**src/rtl/stage_ex_if.sv**
```systemverilog
// ID -> EX handshake, register-file operands, WB bypass and EX/MEM outputs.
// The master modport is the ID/pipeline-control side; the slave is the stage.
interface stage_ex_if #(
    parameter int DATA_W = 32,
    parameter int REG_W  = 5
);
    logic              in_valid;
    logic              in_ready;
    logic              stall;
    logic              flush;
    logic [31:0]       id_pc;
    logic [5:0]        id_opcode;
    logic [5:0]        id_funct;
    logic [REG_W-1:0]  id_rs;
    logic [REG_W-1:0]  id_rt;
    logic [REG_W-1:0]  id_rd;
    logic [DATA_W-1:0] id_rd1;
    logic [DATA_W-1:0] id_rd2;
    logic [DATA_W-1:0] id_imm;
    logic              wb_valid;
    logic [REG_W-1:0]  wb_reg;
    logic [DATA_W-1:0] wb_data;
    logic              ex_valid;
    logic [31:0]       ex_pc;
    logic [DATA_W-1:0] ex_alu_result;
    logic [DATA_W-1:0] ex_store_data;
    logic [REG_W-1:0]  ex_dest_reg;
    logic              ex_reg_write;
    logic              ex_mem_read;
    logic              ex_mem_write;
    logic              ex_illegal;
    logic              ex_hazard;

    modport master (
        output in_valid, stall, flush, id_pc, id_opcode, id_funct, id_rs, id_rt, id_rd,
               id_rd1, id_rd2, id_imm, wb_valid, wb_reg, wb_data,
        input  in_ready, ex_valid, ex_pc, ex_alu_result, ex_store_data, ex_dest_reg,
               ex_reg_write, ex_mem_read, ex_mem_write, ex_illegal, ex_hazard
    );
    modport slave (
        input  in_valid, stall, flush, id_pc, id_opcode, id_funct, id_rs, id_rt, id_rd,
               id_rd1, id_rd2, id_imm, wb_valid, wb_reg, wb_data,
        output in_ready, ex_valid, ex_pc, ex_alu_result, ex_store_data, ex_dest_reg,
               ex_reg_write, ex_mem_read, ex_mem_write, ex_illegal, ex_hazard
    );
endinterface

```
**src/rtl/stage_ex.sv**
```systemverilog
// MIPS execute stage: ID/EX register, forwarding ALU, load-use bubble, EX/MEM register.
// Decode happens on the ID/EX contents so held entries re-evaluate forwarding every cycle.
module stage_ex #(
    parameter int DATA_W = 32,
    parameter int REG_W  = 5
) (
    input  logic     clk,
    input  logic     rst_n,
    stage_ex_if.slave bus
);
    localparam logic [5:0] OP_RTYPE = 6'h00, OP_LW = 6'h23, OP_SW = 6'h2B;
    localparam logic [5:0] FN_ADD = 6'h20, FN_SUB = 6'h22, FN_AND = 6'h24,
                           FN_OR  = 6'h25, FN_SLT = 6'h2A;

    logic              r_de_valid;
    logic [31:0]       r_de_pc;
    logic [5:0]        r_de_opcode, r_de_funct;
    logic [REG_W-1:0]  r_de_rs, r_de_rt, r_de_rd;
    logic [DATA_W-1:0] r_de_rd1, r_de_rd2, r_de_imm;

    logic              r_em_valid, r_em_reg_write, r_em_mem_read, r_em_mem_write, r_em_illegal;
    logic [31:0]       r_em_pc;
    logic [DATA_W-1:0] r_em_result, r_em_store;
    logic [REG_W-1:0]  r_em_dest;

    logic              w_hazard;
    logic [DATA_W-1:0] w_a, w_b, w_result, w_store;
    logic [REG_W-1:0]  w_dest;
    logic              w_rw, w_mr, w_mw, w_ill;

    // Loads are excluded from EX/MEM bypass: their data only exists after MEM.
    function automatic logic [DATA_W-1:0] fwd(input logic [REG_W-1:0] src,
                                              input logic [DATA_W-1:0] latched);
        if (r_em_valid && r_em_reg_write && !r_em_mem_read && r_em_dest != '0 && r_em_dest == src)
            return r_em_result;
        else if (bus.wb_valid && bus.wb_reg != '0 && bus.wb_reg == src)
            return bus.wb_data;
        else
            return latched;
    endfunction

    assign w_hazard = r_de_valid && r_em_valid && r_em_mem_read && r_em_dest != '0 &&
                      (r_em_dest == r_de_rs || r_em_dest == r_de_rt);
    assign w_a = fwd(r_de_rs, r_de_rd1);
    assign w_b = fwd(r_de_rt, r_de_rd2);

    always_comb begin
        w_result = '0;
        w_store  = w_b;
        w_dest   = '0;
        w_rw     = 1'b0;
        w_mr     = 1'b0;
        w_mw     = 1'b0;
        w_ill    = 1'b0;
        case (r_de_opcode)
            OP_RTYPE: begin
                w_dest = r_de_rd;
                w_rw   = 1'b1;
                case (r_de_funct)
                    FN_ADD:  w_result = w_a + w_b;
                    FN_SUB:  w_result = w_a - w_b;
                    FN_AND:  w_result = w_a & w_b;
                    FN_OR:   w_result = w_a | w_b;
                    FN_SLT:  w_result = {{(DATA_W-1){1'b0}}, $signed(w_a) < $signed(w_b)};
                    default: begin
                        w_dest  = '0;
                        w_rw    = 1'b0;
                        w_ill   = 1'b1;
                        w_store = '0;
                    end
                endcase
            end
            OP_LW: begin
                w_result = w_a + r_de_imm;
                w_dest   = r_de_rt;
                w_rw     = 1'b1;
                w_mr     = 1'b1;
            end
            OP_SW: begin
                w_result = w_a + r_de_imm;
                w_mw     = 1'b1;
            end
            default: begin
                w_ill   = 1'b1;
                w_store = '0;
            end
        endcase
    end

    // ID/EX: flush beats the hazard hold; stall freezes everything.
    always_ff @(posedge clk or negedge rst_n) begin
        if (!rst_n) begin
            r_de_valid  <= 1'b0;
            r_de_pc     <= '0;
            r_de_opcode <= '0;
            r_de_funct  <= '0;
            r_de_rs     <= '0;
            r_de_rt     <= '0;
            r_de_rd     <= '0;
            r_de_rd1    <= '0;
            r_de_rd2    <= '0;
            r_de_imm    <= '0;
        end else if (!bus.stall) begin
            if (bus.flush) begin
                r_de_valid <= 1'b0;
            end else if (!w_hazard) begin
                r_de_valid <= bus.in_valid;
                if (bus.in_valid) begin
                    r_de_pc     <= bus.id_pc;
                    r_de_opcode <= bus.id_opcode;
                    r_de_funct  <= bus.id_funct;
                    r_de_rs     <= bus.id_rs;
                    r_de_rt     <= bus.id_rt;
                    r_de_rd     <= bus.id_rd;
                    r_de_rd1    <= bus.id_rd1;
                    r_de_rd2    <= bus.id_rd2;
                    r_de_imm    <= bus.id_imm;
                end
            end
        end
    end

    // EX/MEM: bubbles are fully zeroed so no stale field leaks downstream.
    always_ff @(posedge clk or negedge rst_n) begin
        if (!rst_n) begin
            r_em_valid     <= 1'b0;
            r_em_pc        <= '0;
            r_em_result    <= '0;
            r_em_store     <= '0;
            r_em_dest      <= '0;
            r_em_reg_write <= 1'b0;
            r_em_mem_read  <= 1'b0;
            r_em_mem_write <= 1'b0;
            r_em_illegal   <= 1'b0;
        end else if (!bus.stall) begin
            if (w_hazard || !r_de_valid) begin
                r_em_valid     <= 1'b0;
                r_em_pc        <= '0;
                r_em_result    <= '0;
                r_em_store     <= '0;
                r_em_dest      <= '0;
                r_em_reg_write <= 1'b0;
                r_em_mem_read  <= 1'b0;
                r_em_mem_write <= 1'b0;
                r_em_illegal   <= 1'b0;
            end else begin
                r_em_valid     <= 1'b1;
                r_em_pc        <= r_de_pc;
                r_em_result    <= w_result;
                r_em_store     <= w_store;
                r_em_dest      <= w_dest;
                r_em_reg_write <= w_rw;
                r_em_mem_read  <= w_mr;
                r_em_mem_write <= w_mw;
                r_em_illegal   <= w_ill;
            end
        end
    end

    assign bus.in_ready      = !bus.stall && !w_hazard;
    assign bus.ex_valid      = r_em_valid;
    assign bus.ex_pc         = r_em_pc;
    assign bus.ex_alu_result = r_em_result;
    assign bus.ex_store_data = r_em_store;
    assign bus.ex_dest_reg   = r_em_dest;
    assign bus.ex_reg_write  = r_em_reg_write;
    assign bus.ex_mem_read   = r_em_mem_read;
    assign bus.ex_mem_write  = r_em_mem_write;
    assign bus.ex_illegal    = r_em_illegal;
    assign bus.ex_hazard     = w_hazard;
endmodule

```
**src/flat_wrapper.sv**
```systemverilog
// flat-port wrapper written by rule: the top's interface ports become plain ports
module stage_ex_flat 
#(
    parameter int DATA_W = 32,
    parameter int REG_W  = 5
)
  (clk, rst_n, bus_in_valid, bus_stall, bus_flush, bus_id_pc, bus_id_opcode, bus_id_funct, bus_id_rs, bus_id_rt, bus_id_rd, bus_id_rd1, bus_id_rd2, bus_id_imm, bus_wb_valid, bus_wb_reg, bus_wb_data, bus_in_ready, bus_ex_valid, bus_ex_pc, bus_ex_alu_result, bus_ex_store_data, bus_ex_dest_reg, bus_ex_reg_write, bus_ex_mem_read, bus_ex_mem_write, bus_ex_illegal, bus_ex_hazard);
  stage_ex_if #(.DATA_W(DATA_W), .REG_W(REG_W)) bus_i ();
  input  logic clk;
  input  logic rst_n;
  input wire logic [$bits(bus_i.in_valid)-1:0] bus_in_valid;
  input wire logic [$bits(bus_i.stall)-1:0] bus_stall;
  input wire logic [$bits(bus_i.flush)-1:0] bus_flush;
  input wire logic [$bits(bus_i.id_pc)-1:0] bus_id_pc;
  input wire logic [$bits(bus_i.id_opcode)-1:0] bus_id_opcode;
  input wire logic [$bits(bus_i.id_funct)-1:0] bus_id_funct;
  input wire logic [$bits(bus_i.id_rs)-1:0] bus_id_rs;
  input wire logic [$bits(bus_i.id_rt)-1:0] bus_id_rt;
  input wire logic [$bits(bus_i.id_rd)-1:0] bus_id_rd;
  input wire logic [$bits(bus_i.id_rd1)-1:0] bus_id_rd1;
  input wire logic [$bits(bus_i.id_rd2)-1:0] bus_id_rd2;
  input wire logic [$bits(bus_i.id_imm)-1:0] bus_id_imm;
  input wire logic [$bits(bus_i.wb_valid)-1:0] bus_wb_valid;
  input wire logic [$bits(bus_i.wb_reg)-1:0] bus_wb_reg;
  input wire logic [$bits(bus_i.wb_data)-1:0] bus_wb_data;
  output wire logic [$bits(bus_i.in_ready)-1:0] bus_in_ready;
  output wire logic [$bits(bus_i.ex_valid)-1:0] bus_ex_valid;
  output wire logic [$bits(bus_i.ex_pc)-1:0] bus_ex_pc;
  output wire logic [$bits(bus_i.ex_alu_result)-1:0] bus_ex_alu_result;
  output wire logic [$bits(bus_i.ex_store_data)-1:0] bus_ex_store_data;
  output wire logic [$bits(bus_i.ex_dest_reg)-1:0] bus_ex_dest_reg;
  output wire logic [$bits(bus_i.ex_reg_write)-1:0] bus_ex_reg_write;
  output wire logic [$bits(bus_i.ex_mem_read)-1:0] bus_ex_mem_read;
  output wire logic [$bits(bus_i.ex_mem_write)-1:0] bus_ex_mem_write;
  output wire logic [$bits(bus_i.ex_illegal)-1:0] bus_ex_illegal;
  output wire logic [$bits(bus_i.ex_hazard)-1:0] bus_ex_hazard;
  assign bus_i.in_valid = bus_in_valid;
  assign bus_i.stall = bus_stall;
  assign bus_i.flush = bus_flush;
  assign bus_i.id_pc = bus_id_pc;
  assign bus_i.id_opcode = bus_id_opcode;
  assign bus_i.id_funct = bus_id_funct;
  assign bus_i.id_rs = bus_id_rs;
  assign bus_i.id_rt = bus_id_rt;
  assign bus_i.id_rd = bus_id_rd;
  assign bus_i.id_rd1 = bus_id_rd1;
  assign bus_i.id_rd2 = bus_id_rd2;
  assign bus_i.id_imm = bus_id_imm;
  assign bus_i.wb_valid = bus_wb_valid;
  assign bus_i.wb_reg = bus_wb_reg;
  assign bus_i.wb_data = bus_wb_data;
  assign bus_in_ready = bus_i.in_ready;
  assign bus_ex_valid = bus_i.ex_valid;
  assign bus_ex_pc = bus_i.ex_pc;
  assign bus_ex_alu_result = bus_i.ex_alu_result;
  assign bus_ex_store_data = bus_i.ex_store_data;
  assign bus_ex_dest_reg = bus_i.ex_dest_reg;
  assign bus_ex_reg_write = bus_i.ex_reg_write;
  assign bus_ex_mem_read = bus_i.ex_mem_read;
  assign bus_ex_mem_write = bus_i.ex_mem_write;
  assign bus_ex_illegal = bus_i.ex_illegal;
  assign bus_ex_hazard = bus_i.ex_hazard;
  stage_ex #(.DATA_W(DATA_W), .REG_W(REG_W)) u_core (.clk(clk), .rst_n(rst_n), .bus(bus_i));
endmodule
```
**config.mk**
```make
export PLATFORM = sky130hd
export DESIGN_NAME = stage_ex_flat
export DESIGN_NICKNAME = d
export VERILOG_FILES = /design/src/rtl/stage_ex_if.sv /design/src/rtl/stage_ex.sv /design/src/flat_wrapper.sv
export SDC_FILE = /design/constraint.sdc
export NUM_CORES = 1
export LEC_CHECK = 0
export ABC_CLOCK_PERIOD_IN_PS = 6100
export CAP_MARGIN = 10
export CORE_AREA = 5 5 189 191
export CTS_CLUSTER_DIAMETER = 120
export CTS_CLUSTER_SIZE = 8
export DETAILED_ROUTE_END_ITERATION = 16
export DIE_AREA = 0 0 194 196
export MAX_ROUTING_LAYER = met4
export PLACE_DENSITY_LB_ADDON = 0.08
export SYNTH_ARGS = -nofsm -noshare
export SYNTH_HDL_FRONTEND = slang
export SYNTH_SLANG_ARGS = --single-unit
```
**constraint.sdc**
```tcl
create_clock -name clk -period 6.1 [get_ports clk]
set_input_delay 0.61 -clock clk [delete_from_list [all_inputs] [get_ports clk]]
set_output_delay 0.61 -clock clk [all_outputs]
set_load 0.03 [all_outputs]
```
==> results.ini, run 1 <==
[global_routing]
grt_use_total_pct=32.5
grt_pass1_wl_mm=96.3
antenna_found_initial=1
grt_pass1_vias=17100
grt_start_max_net_pins=172
grt_overflow=0

[drt]
drtIter0Drc=1214
met2_length_mm=28.7
wl_per_cell_microns=23.1
drtPass1Iterations=5
wl_met1_mm=25.6
antenna_left=0
drt-vias-per-instance=6.12
dr_total_vias=16300
met3_length_mm=4.72
drc=0
top_layer=met4
finalWirelength_mm=61.6

[power_and_ir_drop]
peakVddDrop_mv=0.236
p_leak_nw=9.76
p_per_area_mw_per_mm2=324

[run_status]
status=finished, final reports clean

[yosys]
ys_seq_area_share_pct=35.9
yosys-top-cells-count=dfrtp_1, nand2_1, ha_1, a21oi_1
async_flop_share_pct=100
netlist_instances=1895
synth_flop_cell=dfrtp_1
synth_area_leaders=dfrtp_1, ha_1, mux2_1, a22o_1, mux2_2
syn_area_per_cell_sq_um=9.65
synth_top_area_share_pct=35.9
synth_top_area_cell=dfrtp_1
synth_warnings=0
yosys_register_bits=262
synth_edf_count=0
synthMostInstantiatedCell=dfrtp_1
synth_cell_types=92
synth_area_sq_mm=0.0183
synthesis.nets=2237

[setup_path]
crit_slowest_cell=nor4_4
cp-start-kind=input port
path_cells=clkdlybuf4s50_1 > or4_1 > o21ai_1 > nor4_4 > buf_4 > mux2i_1 > o21ai_1 > ha_1 > or4_4 > a2111oi_4 > o31ai_2 > nand2_2 > a31oi_4 > o21ai_2 > a211oi_1 > o211ai_1 > o211ai_1
critPathMaxFanout=13
path_class=in -> reg
critPathMaxStageDelay_ns=0.98
crit_arrival_ns=6.04
worstSetupEndpointType=flop
required_ns=6.52

[sta]
drv_slew=0
fin_ws_ns=0.478
grt_setup_unrepaired=no
fmax_mhz=178
finalSetupViolCount=0
period_needed_ns=5.62
slew_headroom_pct=21.3
fin_tns_setup_ns=0
fin_crit_sh_pct=92.2
finClkSkew_ns=0.0359
hold_violations=0
worst_pin_slew_ns=1.18

[clock_tree]
path_clk_slew_ns=0.05
numClockSinks=262
cts_setup_buffers=0
ctsHoldBuffers=0
clockBufferDepth=3
cts_buffers=38
tritoncts=done
clock-root-buffer=clkbuf_16
clk_latency_ns=0.57
htreeDepth=2
ctsResizeCount=0

[die]
die_h_microns=196
dieArea_sq_mm=0.0380
chipWidth_microns=194
start_util_pct=53.8
std_cell_rows=68
io_pins=306
core_sq_mm=0.0339

[final_layout]
drive_gt1_share_pct=9.83
syn2layout_area_growth_pct=26.1
fin_nets=2547

[placed_design]
port_buffers=305
dpl.hpwl_mm=44.8
dp_slack_ns=-0.0205
globalplace.congestion=0.986

[job]
maxCapViolations=0

[min_path]
min_path_type=in -> async

## report_power, final
group          internal [mW]  switching, mW  total (mW)
clock                   1.13          0.802        1.93
combinational           1.39           2.02        3.41
sequential              1.96          0.160        2.12
total                   4.48           2.98        7.46
## layout by cell type (no fill, tap or decap), types with 16 or more instances in the layout
cell	Yosys	layout
o21ai_1	26	26
inv_1	105	105
a211oi_1	27	27
xnor2_1	43	43
mux2i_1	67	67
clkdlybuf4s50_1	0	303
a221oi_1	18	18
mux2_2	60	60
a21o_1	34	34
o22ai_1	18	18
dfrtp_1	262	261
o211ai_1	23	23
xor2_1	18	18
nor2_1	106	102
mux2_1	93	93
a21oi_1	120	120
nand2b_1	16	16
ha_1	141	141
nand2_1	147	147
o21ai_0	106	106
nor3_1	20	19
buf_4	7	71
a22o_1	84	84
clkbuf_16	0	38
nand3_1	22	22
## critical path: cells and delay by family
family,cells,cell delay [ns]
AOI/OAI and AO/OA,9,1.86
adders and majority gates,1,0.53
buffers and inverters,2,0.92
muxes,1,0.20
and+or+nand+nor,4,1.90
## logic make-up after synthesis
| kind of cell | Yosys count | share of synthesized area, % |
|---|---|---|
| buffers and inverters | 217 | 5.32 |
| flip-flops | 262 | 35.9 |
| XOR/XNOR | 61 | 2.92 |
| AO/OA/AOI/OAI | 605 | 23.0 |
| AND/OR/NAND/NOR | 386 | 9.78 |
| multiplexers | 220 | 13.1 |
| adder cells (fa/ha/maj) | 144 | 9.98 |
## final timing paths
path | startpoint | to | slack, ns | cells past startpoint
max | bus_wb_reg[0] | u_core.bus.ex_alu_result[29] | 0.48 | 17
min | rst_n | u_core.r_de_imm[21] | 0.05 | 1
max reg2reg | u_core.bus.ex_dest_reg[0] | u_core.bus.ex_alu_result[29] | 0.48 | 15
min reg2reg | u_core.r_de_pc[24] | u_core.bus.ex_pc[24] | 0.48 | 1
max in group asynchronous | rst_n | u_core.bus.ex_alu_result[5] | 4.66 | 2
min in group clk | u_core.r_de_pc[24] | u_core.bus.ex_pc[24] | 0.48 | 1
## final cells by class
| cell class | count | area [sq um] |
|---|---|---|
| fillers | 2645 | 10900 |
| multi-input cells | 1416 | 10800 |
| flip-flops and latches | 262 | 6560 |
| repair buffers | 379 | 3660 |
| clock buffers | 40 | 968 |
| well taps | 455 | 569 |
| inverters | 108 | 405 |
| clock inverters | 3 | 80.1 |
| diodes | 1 | 2.50 |
## per-stage QoR
stage / util (%) / instance area, sq um / hold slack [ns] / std cells / total power, mW
after global placement: 64.8 / 22000 / 0.466 / 2620 / 5.43
after global routing: 67.9 / 23000 / 0.114 / 2664 / 7.90
after floorplan: - / 18300 / 0.314 / 1895 / 4.40
after detailed placement: 64.8 / 22000 / 0.476 / 2620 / 5.47
after CTS: 67.9 / 23000 / 0.0719 / 2663 / 7.46
final: 67.9 / 23000 / 0.0487 / 2664 / 7.46
## routing by layer
layer	track usage, %	vias up
li1	-	7548
met1	40.8	7916
met2	51.4	671
met3	7.28	163
met4	13.5	0
met5	-	-
(Power assumes the default switching activity.)
==> inputs of run 2 (changes only) <==
- SETUP_SLACK_MARGIN: default -> 0.5
- SKIP_CTS_REPAIR_TIMING: default -> 1
==> run 2 against run 1 <==
Highest routed layer unchanged; worst hold slack lost 0.0066 ns; setup slack gained 0.26 ns; die area is the same; final cell count grew 0.23%; clock skew shrank 0.00055 ns; critical path depth grew 4; first-iteration DRC count shrank 3.7%.
==> results.ini, run 2 (synthesis results as in run 1) <==
[run_status]
status=finished, final reports clean  ; unchanged

[clock_tree]
clockBufferDepth=3  ; unchanged
numClockSinks=262  ; unchanged
cts_buffers=38  ; unchanged
path_clk_slew_ns=0.06  ; was 0.05 ns
tritoncts=done  ; unchanged
htreeDepth=2  ; unchanged
clock-root-buffer=clkbuf_16  ; unchanged
clk_latency_ns=0.57  ; about the same

[final_layout]
final-seq-area_sq_mm=0.00656  ; unchanged
syn2layout_area_growth_pct=26.5  ; was 26.1%
drive_gt1_share_pct=10.2  ; was 9.83%
final_common_cell=clkdlybuf4s50_1  ; unchanged
final_cell_mix=clkdlybuf4s50_1, dfrtp_1, nand2_1  ; unchanged
fin_util_pct=68.1  ; was 67.9%
multi_input_area_sq_mm=0.0108  ; about the same
fill_cells=2625  ; was 2645
fin_nets=2553  ; was 2547
final_area_sq_mm=0.0231  ; was 0.0230 sq mm

[sta]
worst_pin_slew_ns=1.18  ; about the same
finalSetupViolCount=0  ; unchanged
period_needed_ns=5.36  ; was 5.62 ns
finClkSkew_ns=0.0354  ; was 0.0359 ns
fin_crit_sh_pct=87.9  ; was 92.2%
fin_ws_ns=0.739  ; was 0.478 ns
slew_headroom_pct=21.2  ; was 21.3%
drv_slew=0  ; unchanged
hold_ws_ns=0.0422  ; was 0.0487 ns
fmax_mhz=187  ; was 178 MHz
hold_violations=0  ; unchanged
grt_setup_unrepaired=no  ; unchanged

[setup_path]
critPathMaxFanout=20  ; was 13
required_ns=6.53  ; was 6.52 ns
crit_arrival_ns=5.79  ; was 6.04 ns
critPathMaxStageDelay_ns=0.57  ; was 0.98 ns
worstSetupEndpointType=flop  ; unchanged
crit_family=compound AO/OA/AOI/OAI gates  ; was simple AND/OR/NAND/NOR gates
path_cells=clkdlybuf4s50_1 > or4_1 > o21ai_2 > nor3_2 > buf_12 > mux2i_1 > o21a_1 > inv_1 > ha_1 > inv_1 > fa_1 > nand2b_1 > a21o_1 > a211oi_1 > buf_4 > nor3b_2 > o31a_1 > o31ai_2 > a21boi_1 > xor2_1 > o211ai_1  ; was clkdlybuf4s50_1 > or4_1 > o21ai_1 > nor4_4 > buf_4 > mux2i_1 > o21ai_1 > ha_1 > or4_4 > a2111oi_4 > o31ai_2 > nand2_2 > a31oi_4 > o21ai_2 > a211oi_1 > o211ai_1 > o211ai_1
path_common_cell=inv_1
crit_slowest_cell=or4_1  ; was nor4_4
cp-start-kind=input port  ; unchanged
path_class=in -> reg  ; unchanged
crit_buf_inv=5  ; was 2

[global_routing]
grt_pass1_wl_mm=96.3  ; unchanged
grt_start_max_net_pins=172  ; unchanged
antenna_found_initial=1  ; unchanged
grt_use_total_pct=32.5  ; unchanged
grt_overflow=0  ; unchanged
grt_pass1_vias=17100  ; unchanged

[drt]
finalWirelength_mm=62.0  ; was 61.6 mm
antenna_left=0  ; unchanged
dr_total_vias=16400  ; was 16300
drt-vias-per-instance=6.13  ; was 6.12
drc=0  ; unchanged
drtPass1Iterations=5  ; unchanged
wl_per_cell_microns=23.2  ; was 23.1 microns
drtIter0Drc=1169  ; was 1214

[die]
dieArea_sq_mm=0.0380  ; unchanged
chipWidth_microns=194  ; unchanged
core_sq_mm=0.0339  ; unchanged
io_pins=306  ; unchanged
die_h_microns=196  ; unchanged
start_util_pct=53.8  ; unchanged
std_cell_rows=68  ; unchanged

[power_and_ir_drop]
p_leak_nw=9.79  ; was 9.76 nW
power_mw=7.47  ; was 7.46 mW
p_per_area_mw_per_mm2=323  ; was 324 mW/mm^2
switching_share_pct=39.9  ; was 40.0%
p_clk_share_pct=25.8  ; was 25.9%
p_switching_mw=2.98  ; about the same
pwr-share-seq_pct=28.4  ; about the same
peakVddDrop_mv=0.233  ; was 0.236 mV
internal_power_mw=4.48  ; about the same
pwr-share-comb_pct=45.7  ; about the same

[placed_design]
port_buffers=305  ; unchanged
placed_area_sq_mm=0.0220  ; unchanged
dpl.hpwl_mm=44.8  ; unchanged
globalplace.congestion=0.986  ; unchanged
dp_slack_ns=-0.0205  ; unchanged

[job]
maxCapViolations=0  ; unchanged

[min_path]
min_path_type=in -> async  ; unchanged

-- run 2: metal layers --
layer | up-vias | GRT usage (%) | part of all wire, %
met2 | 653 | 51.4 | 46
met5 | - | - | 0
met3 | 167 | 7.28 | 7.4
met4 | 0 | 13.5 | 4.1
met1 | 7982 | 40.8 | 42
li1 | 7566 | - | -
-- run 2: path summary, 6_finish.rpt --
check                                     startpoint                            to  slack (ns)  depth (start not counted)
max                                    bus_wb_reg[0]  u_core.bus.ex_alu_result[28]        0.74                         21
min                                            rst_n           u_core.r_de_imm[21]        0.04                          1
max reg2reg                u_core.bus.ex_dest_reg[0]  u_core.bus.ex_alu_result[28]        0.77                         16
min reg2reg                       u_core.r_de_pc[12]            u_core.r_de_pc[12]        0.48                          1
max in group asynchronous                      rst_n   u_core.bus.ex_alu_result[5]        4.64                          2
min in group clk                  u_core.r_de_pc[12]            u_core.r_de_pc[12]        0.48                          1
-- run 2: cell type report --
class / count / share of cell area [%]
diodes: 1 / 0.0108
repair buffers: 384 / 16.0
clock buffers: 40 / 4.19
multi-input cells: 1417 / 46.8
clock inverters: 3 / 0.346
well taps: 455 / 2.46
flip-flops and latches: 262 / 28.3
inverters: 108 / 1.75
-- run 2: power groups by stage --
stage	Combinational (mW)	Clock [mW]	Sequential, mW
final	3.41	1.93	2.12
after global routing	3.72	2.04	2.15
after CTS	3.36	1.97	2.12
after detailed placement	3.33	0	2.14
after global placement	3.29	0	2.13
after floorplan	2.27	0	2.13
-- run 2: stage by stage --
stage               cells  TNS (ns)
floorplan            1895         0
global placement     2620         0
detailed placement   2620   -0.0260
CTS                  2663         0
global route         2670         0
finish               2670         0
==> inputs of run 3 (changes only) <==
- CORE_AREA: 5 5 189 191 -> 5 5 180 200
- DIE_AREA: 0 0 194 196 -> 0 0 185 205
==> run 3 against run 2 <==
Final cell count fell by 0.90%; setup slack got worse by 0.082 ns; total power fell by 0.32%; critical path depth fell by 2; via count rose by 1.1%; register-to-register slack got worse by 0.11 ns; sequential power barely moved; clock skew fell by 0.016 ns; die area fell by 0.26%; combinational power barely moved; clock-buffer cell count did not move; largest cell class unchanged; largest power group unchanged.
==> results.ini, run 3 (synthesis results as in run 1) <==
[power_and_ir_drop]
peakVddDrop_mv=0.245  ; was 0.233 mV
p_per_area_mw_per_mm2=324  ; was 323 mW/mm^2
p_leak_nw=9.73  ; was 9.79 nW

[setup_path]
path_class=reg -> reg  ; was in -> reg
timing.rr.start=u_core.bus.ex_dest_reg[4]  ; was u_core.bus.ex_dest_reg[0]
critPathMaxFanout=35  ; was 20
rr_endpoint=u_core.bus.ex_alu_result[28]  ; unchanged
worstSetupEndpointType=flop  ; unchanged
rr_worst_depth=19  ; was 16
r2r_setup_slack_ns=0.66  ; was 0.77 ns
cp-start-kind=flop  ; was input port
crit_arrival_ns=5.84  ; was 5.79 ns
required_ns=6.50  ; was 6.53 ns

[sta]
worst_pin_slew_ns=1.27  ; was 1.18 ns
finalSetupViolCount=0  ; unchanged
fin_ws_ns=0.657  ; was 0.739 ns
fin_tns_setup_ns=0  ; unchanged
period_needed_ns=5.44  ; was 5.36 ns
finClkSkew_ns=0.0190  ; was 0.0354 ns
slew_headroom_pct=14.9  ; was 21.2%
grt_setup_unrepaired=yes  ; was no
drv_slew=0  ; unchanged
fmax_mhz=184  ; was 187 MHz
hold_violations=0  ; unchanged
fin_crit_sh_pct=89.2  ; was 87.9%

[final_layout]
final_common_cell=clkdlybuf4s50_1  ; unchanged
syn2layout_area_growth_pct=25.7  ; was 26.5%
fin_util_pct=68.1  ; about the same
final_cell_mix=clkdlybuf4s50_1, dfrtp_1, nand2_1  ; unchanged
drive_gt1_share_pct=9.79  ; was 10.2%
fin_cells=2646  ; was 2670
final_area_sq_mm=0.0230  ; was 0.0231 sq mm
fin_nets=2545  ; was 2553

[clock_tree]
clock-root-buffer=clkbuf_16  ; unchanged
numClockSinks=262  ; unchanged
cts_buffers=38  ; unchanged
path_clk_slew_ns=0.06  ; about the same
clk_latency_ns=0.54  ; was 0.57 ns
tritoncts=done  ; unchanged
htreeDepth=2  ; unchanged
clockBufferDepth=3  ; unchanged

[placed_design]
placed_cells=2601  ; was 2620
globalplace.congestion=0.982  ; was 0.986
port_buffers=305  ; unchanged
dpl.hpwl_mm=45.0  ; was 44.8 mm
placed_area_sq_mm=0.0220  ; about the same
dp_slack_ns=0.382  ; was -0.0205 ns

[drt]
antenna_left=0  ; unchanged
drt-vias-per-instance=6.25  ; was 6.13
drtPass1Iterations=8  ; was 5
drc=0  ; unchanged
dr_total_vias=16500  ; was 16400
wl_per_cell_microns=23.6  ; was 23.2 microns
drtIter0Drc=1171  ; was 1169
finalWirelength_mm=62.4  ; was 62.0 mm

[die]
start_util_pct=54.1  ; was 53.8%
io_pins=306  ; unchanged
core_sq_mm=0.0338  ; was 0.0339 sq mm
chipWidth_microns=185  ; was 194 microns
std_cell_rows=71  ; was 68
dieArea_sq_mm=0.0379  ; was 0.0380 sq mm
die_h_microns=205  ; was 196 microns

[run_status]
status=finished, final reports clean  ; unchanged

[global_routing]
grt_pass1_wl_mm=97.2  ; was 96.3 mm
grt_overflow=0  ; unchanged
antenna_found_initial=3  ; was 1
grt_start_max_net_pins=121  ; was 172
grt_pass1_vias=17400  ; was 17100
grt_use_total_pct=33.3  ; was 32.5%

[job]
maxCapViolations=0  ; unchanged

[min_path]
min_path_type=in -> async  ; unchanged

## run 3: cell types whose count changed in the layout (fill, tap and decap cells not counted), sizes merged
cell    before  now
nor2       107  106
inv        108  109
diode        1    2
clkinv       3    2
buf         81   74
## run 3: metal layers
layer | track usage (%) | vias up | share of wire (%)
met4 | 12.0 | 0 | 3.8
met1 | 40.6 | 8082 | 40
met5 | - | - | 0
li1 | - | 7538 | -
met3 | 7.37 | 174 | 8.3
met2 | 54.6 | 749 | 48
## run 3: per-stage QoR
stage	hold slack (ns)	total power [mW]
6_report	0.163	7.44
5_1_grt	0.252	7.86
4_1_cts	0.214	7.40
3_5_place_dp	0.474	5.47
3_3_place_gp	0.468	5.44
2_1_floorplan	0.314	4.40
## run 3: worst max path at each step
stage	start	to	slack, ns	cells after the start
after floorplan	bus_wb_reg[0]	u_core.bus.ex_alu_result[15]	1.26	17
after global placement	bus_wb_reg[0]	u_core.bus.ex_alu_result[28]	0.63	20
after detailed placement	bus_wb_reg[0]	u_core.bus.ex_alu_result[28]	0.38	20
after CTS	u_core.bus.ex_dest_reg[1]	u_core.bus.ex_alu_result[28]	0.76	17
after global routing	u_core.bus.ex_dest_reg[4]	u_core.bus.ex_alu_result[30]	0.48	15
final	u_core.bus.ex_dest_reg[4]	u_core.bus.ex_alu_result[28]	0.66	19
## run 3: final cells by class
cell class / count / area (sq um)
inverter: 108 / 405
multi-input combinational: 1416 / 10800
antenna: 2 / 5.00
tap: 438 / 548
sequential: 262 / 6560
timing repair buffer: 377 / 3650
clock inverter: 3 / 33.8
fill: 2649 / 10800
clock buffer: 40 / 968
## run 3: critical path: stages (launching register included)
cell and delay (ns):
dfrtp_1 0.49, xnor2_1 0.21, nand3_1 0.12, or2_2 0.33, nor2_4 0.68, nand2_1 0.12
o21a_1 0.17, inv_1 0.09, ha_1 0.19, inv_1 0.07, fa_1 0.43, nand2b_1 0.19
a21o_1 0.21, a211oi_1 0.38, nor3b_2 0.20, o31a_1 0.39, o31ai_1 0.41, a21boi_1 0.14
xor2_1 0.34, o211ai_1 0.12
## run 3: where the power goes
part	switching [mW]	total [mW]	internal [mW]
clock network	0.774	1.89	1.11
logic	2.04	3.43	1.39
registers	0.166	2.13	1.96
total	2.98	7.44	4.47
